## src/rtl/p2s_serial_tx.sv

```systemverilog
`default_nettype none
// ============================================================================
//  Module   : p2s_serial_tx
//  Purpose  : Parallel-to-serial transmitter. Shifts a DATA_W-bit word out
//             MSB first on a divided serial clock, then pulses a latch strobe
//             so an external edge-triggered shift/latch chain updates its
//             outputs.
//  Optional : `define P2S_PARITY_EN appends an even-parity bit (XOR of all
//             captured data bits) after the LSB.
//  Ports    : clk    - system clock, rising edge
//             rst    - asynchronous reset, active-high
//             start  - send request, sampled only when idle
//             data   - word to send, captured on the accepting edge
//             busy   - high from the cycle after acceptance through DONE
//             done   - one-cycle completion pulse
//             sclk   - serial clock to the chain
//             sout   - serial data, changes only at the start of a low phase
//             slatch - latch strobe to the chain, active-high
//  Revision : 1.0 - initial release
// ============================================================================
module p2s_serial_tx #(
    parameter int DATA_W  = 16,
    parameter int CLK_DIV = 4
) (
    input  logic              clk,
    input  logic              rst,
    input  logic              start,
    input  logic [DATA_W-1:0] data,
    output logic              busy,
    output logic              done,
    output logic              sclk,
    output logic              sout,
    output logic              slatch
);

`ifdef P2S_PARITY_EN
    localparam int N = DATA_W + 1;
`else
    localparam int N = DATA_W;
`endif

    localparam int PH_W = $clog2(CLK_DIV) + 1;
    localparam int BT_W = $clog2(N) + 1;

    localparam logic [PH_W-1:0] PH_LAST  = PH_W'(CLK_DIV - 1);
    localparam logic [BT_W-1:0] BIT_LAST = BT_W'(N - 1);

    typedef enum logic [1:0] {
        S_IDLE  = 2'd0,
        S_SHIFT = 2'd1,
        S_LATCH = 2'd2,
        S_DONE  = 2'd3
    } state_t;

    state_t          state_q, state_d;
    logic [PH_W-1:0] phase_q, phase_d;
    logic [BT_W-1:0] bit_q,   bit_d;
    logic [N-1:0]    shreg_q, shreg_d;
    logic            sclk_q,  sclk_d;
    logic            slatch_q, slatch_d;
    logic            busy_q,  busy_d;
    logic            done_q,  done_d;

    logic            w_ph_last;
    logic [N-1:0]    w_capture;

    assign w_ph_last = (phase_q == PH_LAST);

    // The parity bit sits below the LSB so it simply falls out last.
`ifdef P2S_PARITY_EN
    assign w_capture = {data, ^data};
`else
    assign w_capture = data;
`endif

    always_ff @(posedge clk or posedge rst) begin
        if (rst) begin
            state_q  <= S_IDLE;
            phase_q  <= '0;
            bit_q    <= '0;
            shreg_q  <= '0;
            sclk_q   <= 1'b0;
            slatch_q <= 1'b0;
            busy_q   <= 1'b0;
            done_q   <= 1'b0;
        end else begin
            state_q  <= state_d;
            phase_q  <= phase_d;
            bit_q    <= bit_d;
            shreg_q  <= shreg_d;
            sclk_q   <= sclk_d;
            slatch_q <= slatch_d;
            busy_q   <= busy_d;
            done_q   <= done_d;
        end
    end

    always_comb begin
        state_d  = state_q;
        phase_d  = phase_q;
        bit_d    = bit_q;
        shreg_d  = shreg_q;
        sclk_d   = sclk_q;
        slatch_d = slatch_q;
        busy_d   = busy_q;
        done_d   = done_q;

        case (state_q)
            S_IDLE: begin
                if (start) begin
                    state_d  = S_SHIFT;
                    shreg_d  = w_capture;
                    phase_d  = '0;
                    bit_d    = '0;
                    sclk_d   = 1'b0;
                    slatch_d = 1'b0;
                    done_d   = 1'b0;
                    busy_d   = 1'b1;
                end
            end

            S_SHIFT: begin
                if (w_ph_last) begin
                    phase_d = '0;
                    if (!sclk_q) begin
                        sclk_d = 1'b1;
                    end else begin
                        // End of a high phase: next bit or hand over to latch.
                        sclk_d = 1'b0;
                        if (bit_q == BIT_LAST) begin
                            state_d  = S_LATCH;
                            slatch_d = 1'b1;
                        end else begin
                            bit_d   = bit_q + 1'b1;
                            shreg_d = shreg_q << 1;
                        end
                    end
                end else begin
                    phase_d = phase_q + 1'b1;
                end
            end

            S_LATCH: begin
                if (w_ph_last) begin
                    phase_d  = '0;
                    slatch_d = 1'b0;
                    done_d   = 1'b1;
                    state_d  = S_DONE;
                end else begin
                    phase_d = phase_q + 1'b1;
                end
            end

            S_DONE: begin
                done_d  = 1'b0;
                busy_d  = 1'b0;
                state_d = S_IDLE;
            end

            default: begin
                state_d = S_IDLE;
            end
        endcase
    end

    // sout comes straight from the top flop of the shift register; the
    // register is left untouched after the last bit so sout holds in idle.
    assign sout   = shreg_q[N-1];
    assign sclk   = sclk_q;
    assign slatch = slatch_q;
    assign busy   = busy_q;
    assign done   = done_q;

endmodule
`default_nettype wire

```

## config.mk

```make
export PLATFORM = sky130hd
export DESIGN_NAME = p2s_serial_tx
export DESIGN_NICKNAME = d
export VERILOG_FILES = /design/src/rtl/p2s_serial_tx.sv
export SDC_FILE = /design/constraint.sdc
export NUM_CORES = 1
export LEC_CHECK = 0
export ABC_AREA = 1
export BUFFER_PORTS_ARGS = -buffer_cell sky130_fd_sc_hd__clkbuf_2
export CAP_MARGIN = 20
export CORE_MARGIN = 10
export CORE_UTILIZATION = 56
export CTS_CLUSTER_SIZE = 8
export DETAILED_ROUTE_END_ITERATION = 16
export PLACE_DENSITY_LB_ADDON = 0.1
export SLEW_MARGIN = 30
export SYNTH_ARGS = -nofsm -noshare
export SYNTH_HDL_FRONTEND = slang
export SYNTH_SLANG_ARGS = --single-unit
```

## constraint.sdc

```tcl
create_clock -name clk -period 1.8 [get_ports clk]
set_input_delay 0.27 -clock clk [delete_from_list [all_inputs] [get_ports clk]]
set_output_delay 0.27 -clock clk [all_outputs]
set_load 0.02 [all_outputs]
```

Word level (Yosys, flattened, before mapping)
Index checks and enable logic that the tools add are counted.
{"block": "totals", "reg_bits": 30, "in_bits": 19, "out_inout_bits": 5, "elab_cells": 67}
{"block": "classes", "muxes": 32, "n_reduce_logical": 14, "n_eq_ne": 11, "addsub": 2}
{"cell": "2-to-1 mux 16 bit", "n": 4}
{"cell": "one-hot mux 16 bit (2 select lines)", "n": 1}
{"cell": "2-to-1 mux 5 bit", "n": 4}
{"cell": "inequality test 2 bit, second input constant", "n": 6}
{"cell": "2-to-1 mux 2 bit", "n": 5}
{"cell": "one-hot mux 5 bit (2 select lines)", "n": 1}
{"cell": "AND reduction 5 bit", "n": 2}
{"cell": "2-to-1 mux 1 bit", "n": 9}
{"cell": "one-hot mux 2 bit (4 select lines)", "n": 1}
{"cell": "2-to-1 mux 3 bit", "n": 2}
{"cell": "one-hot mux 1 bit (3 select lines)", "n": 2}
{"cell": "one-hot mux 3 bit (2 select lines)", "n": 1}
{"cell": "AND reduction 3 bit", "n": 2}
{"cell": "AND reduction 6 bit", "n": 1}
{"cell": "nonzero test 2 bit", "n": 3}
{"cell": "nonzero test 3 bit", "n": 2}
{"cell": "adder 5 x 1 -> 5 bit, second input constant", "n": 1}
{"cell": "== test 5 x 4 -> 1 bit, second input constant", "n": 1}
{"cell": "== test 2 bit, second input constant", "n": 2}
{"cell": "one-hot mux 1 bit (2 select lines)", "n": 2}
{"cell": "AND reduction 2 bit", "n": 2}
{"cell": "adder 3 x 1 -> 3 bit, second input constant", "n": 1}
{"cell": "== test 3 x 2 -> 1 bit, second input constant", "n": 1}
{"cell": "== test 2 x 1 -> 1 bit, second input constant", "n": 1}
{"cell": "2 further kinds", "n": 2}

Longest topological paths before layout
{"block": "logic_depth", "depth_word": 5, "ltp_mapped": 12}

Least setup slack after synthesis
No wires, ideal clock.
{"block": "synth_path", "kind": "register -> register", "from": "register bit_q[0]", "to": "register shreg_q[15]", "setup_slack_ns": 0.243, "required_ns": 1.684, "synth_period_minus_slack_ns": 1.557, "arrival_time_ns": 1.441, "path_stages_with_launch": 12, "cell_sequence": "dfrtp_1 ha_1 nand2_1 nor2_1 ha_1 inv_1 nand2_1 nand2_2 nand3_4 buf_2 nand2_1 nand2_1"}
{"block": "synth_via", "elab_chain_len": 3}
{"item": "from (decl)", "line_no": "57", "rtl": "logic [BT_W-1:0] bit_q, bit_d;"}
{"item": "from (signal assigned)", "line_no": "89", "rtl": "bit_q <= bit_d;"}
{"item": "== test 5 x 4 -> 1 bit", "line_no": "130", "rtl": "if (bit_q == BIT_LAST) begin"}
{"item": "inequality test 2 bit (no source line)"}
{"item": "AND reduction 5 bit (no source line)"}
{"item": "to (signal assigned)", "line_no": "90", "rtl": "shreg_q <= shreg_d;"}
{"item": "to (decl)", "line_no": "58", "rtl": "logic [N-1:0] shreg_q, shreg_d;"}
Every way passes these cells.
A chain may end at the register's enable or synchronous reset.

Final worst setup path
{"block": "layout_path", "from": "register bit_q[0]", "to": "register shreg_q[0]"}
Same word-level chain as after synthesis.

==> impl_metrics.json <==
{
  "outcome": "complete, no violations",
  "synthAdderAreaFrac": 0.06757,
  "layout.core_utilization": 0.6838,
  "end_kind": "flop",
  "avgRoutedWirePerCell_um": 11.01,
  "p_per_area_mw_per_mm2": 1763,
  "floorplan.io_pins": 24,
  "core.rowCount": 19,
  "max_cap_violations": 0,
  "drc": 0,
  "synth_seq_cells": 30,
  "final_common_cell": "sky130_fd_sc_hd__nand2_1",
  "initial_utilization": 0.5941,
  "core_mm2": 0.002805,
  "fmax_mhz": 596.0,
  "cts.sink_count": 30,
  "cp_num_buf_inv": 2,
  "hold_class": "in2reg",
  "first_global_vias": 1308,
  "grt_antenna_before_repair": 0,
  "path_max_fanout": 8,
  "vdd_ir_drop_max_mv": 1.023,
  "dpl_cell_area_mm2": 0.001814,
  "grt_setup_unrepaired": "no",
  "syn_area_per_cell_um2": 7.310,
  "die_area_mm2": 0.005558,
  "nets": 288,
  "worst_path_most_repeated_cell": "sky130_fd_sc_hd__nand2_1",
  "cell_family_with_the_largest_share_of_critical_path_delay": "simple AND/OR/NAND/NOR gates",
  "final_cell_area_mm2": 0.001918,
  "total_leakage_power_nw": 1.120,
  "antenna_cells_inserted": 0,
  "via_count": 1421,
  "globalplace.congestion": 0.8312,
  "setup_viol": 0,
  "layout-drive-gt1-share": 0.1762,
  "cp.arrival_ns": 1.90,
  "layout_worst_path_cycle_share": 0.9321,
  "total_power_w": 0.003381,
  "criticalPathCategory": "reg2reg",
  "setup-tns-final_ns": 0,
  "drt_pass1_iterations": 4,
  "path_clk_slew_ns": 0.09,
  "cts-root-buf": "sky130_fd_sc_hd__clkbuf_4",
  "mappedNetlistNets": 256,
  "max_slew_margin": 0.7529,
  "port_buffers": 23,
  "clockBufferDepth": 2,
  "grt_start_max_net_pins": 31,
  "insertion_delay_ns": 0.33,
  "worst-endpoint-required_ns": 2.02,
  "syn_to_final_growth_pct": 15.09,
  "synth_top_family_by_area": "simple AND/OR/NAND/NOR gates",
  "synth_xor_xnor_area_share": 0,
  "htree_num_levels": 2,
  "yosysWarningCount": 0,
  "synth-compound-area-share": 0.05706,
  "track_usage": 0.1270,
  "yosys-mux-area-fraction": 0,
  "post-dp-hpwl_um": 2399,
  "cts_tree": "yes",
  "startpoint_type": "flop",
  "yosys.cell_types.count": 17,
  "timing_max_transition_violations_final": 0,
  "synth_cells": 228,
  "layout_common_cells": "126 x sky130_fd_sc_hd__nand2_1, 30 x sky130_fd_sc_hd__dfrtp_1, 23 x sky130_fd_sc_hd__clkbuf_2",
  "netlist_area_mm2": 0.001667,
  "grt-ovfl-total": 0,
  "clock-skew-final_ns": 0.005001,
  "crit_slowest_cell": "sky130_fd_sc_hd__dfrtp_1",
  "seq_area_frac_synth": 0.4505,
  "chipHeight_um": 74.56,
  "worstPathCellList": "ha_2, nand2_1, nor2_1, ha_1, inv_1, nand2_1, nand2_2, nand3_4, buf_6, nand2_1, o21ai_0",
  "worst_pin_slew_ns": 0.3707,
  "initial_drc_count": 84,
  "cts_buffers": 5,
  "die_width_um": 74.56,
  "via_per_inst": 4.866,
  "final_period_minus_worst_setup_slack_ns": 1.678,
  "finalWirelength_um": 3216,
  "drtAntennaViolNets": 0,
  "synth_simple_gate_area_share": 0.3461,
  "critical-path-max-stage-delay_ns": 0.42,
  "final_hold_viol_count": 0,
  "grt_first_pass_wirelength_um": 5644
}
[worst reg2reg max path: cells and delay by family (launching register included)]
| kind | cells | cell delay (ns) |
|---|---|---|
| simple gates | 6 | 0.47 |
| flops | 1 | 0.42 |
| fa+ha+maj | 2 | 0.37 |
| buf+inv | 2 | 0.25 |
| compound gates | 1 | 0.07 |
[worst paths after layout]
check | endpoint | slack (ns) | startpoint | depth (start not counted)
min in group asynchronous | shreg_q[7]$_DFFE_PP0P_ | 0.53 | rst | 4
hold / removal | shreg_q[0]$_DFFE_PP0P_ | 0.18 | data[0] | 3
setup / recovery | shreg_q[0]$_DFFE_PP0P_ | 0.12 | bit_q[0]$_DFFE_PP0P_ | 11
setup reg to reg | shreg_q[0]$_DFFE_PP0P_ | 0.12 | bit_q[0]$_DFFE_PP0P_ | 11
max in group asynchronous | sclk$_DFFE_PP0P_ | 1.00 | rst | 4
hold reg to reg | slatch$_DFFE_PP0P_ | 0.47 | slatch$_DFFE_PP0P_ | 2
[cell families (layout without fill, tap and decap cells)]
logic type / after synthesis / count (layout)
flip-flops: 30 / 30
buffers and inverters: 26 / 59
adder cells (fa/ha/maj): 9 / 9
AO/OA/AOI/OAI: 18 / 18
AND/OR/NAND/NOR: 145 / 145
[report_power, final]
part	internal (W)	switching (W)
Clock	0.000189	0.000233
Combinational	0.000707	0.00115
Sequential	0.000948	0.000156
[registers in the layout, indices dropped and copies added, names as in the netlist]
register	cells
phase_q	3
done	1
shreg_q	16
busy	1
bit_q	5
state_q	2
sclk	1
slatch	1
[layer usage]
layer	GRT usage	vias up	part of all wire
met1	0.1724	624	0.52
met2	0.1844	27	0.42
li1	-	765	-
met3	0.04521	5	0.050
met5	0	-	0
met4	0.03782	0	0.013
[metrics by stage]
step	std cells	setup WS, ns	hold slack (ns)
after floorplan	228	0.2431	0.3608
after global placement	281	0.09678	0.3407
after detailed placement	281	0.06104	0.3438
after CTS	290	0.04313	0.1787
after global routing	292	0.008118	0.1832
final	292	0.1222	0.1807
[synthesized netlist by cell type, drive strengths merged]
master,count,area share
a21oi,7,0.021
buf,8,0.035
dfrtp,30,0.45
ha,9,0.068
inv,18,0.044
nand2,127,0.29
nand3,8,0.032
nand4,2,0.0075
nor2,7,0.016
o21ai,9,0.027
o21bai,2,0.0090
or2,1,0.0038
[area by class of cell]
class,instances,area (µm²)
Clock buffer,7,55.05
Clock inverter,1,5.005
Fill cell,260,887.1
Inverter,18,75.07
Multi-Input combinational cell,172,789.5
Sequential cell,30,750.7
Tap cell,31,38.79
Timing Repair Buffer,33,203.9
[repair_timing]
| action | CTS | global route |
|---|---|---|
| buffers inserted | 0 | 2 |
| resized for setup | 0 | 6 |
| hold endpoints to repair | 30 | 0 |
| hold buffers | 1 | 0 |
| endpoints found under the setup margin | 0 | 22 |
Power figures use the tool's default switching activity.
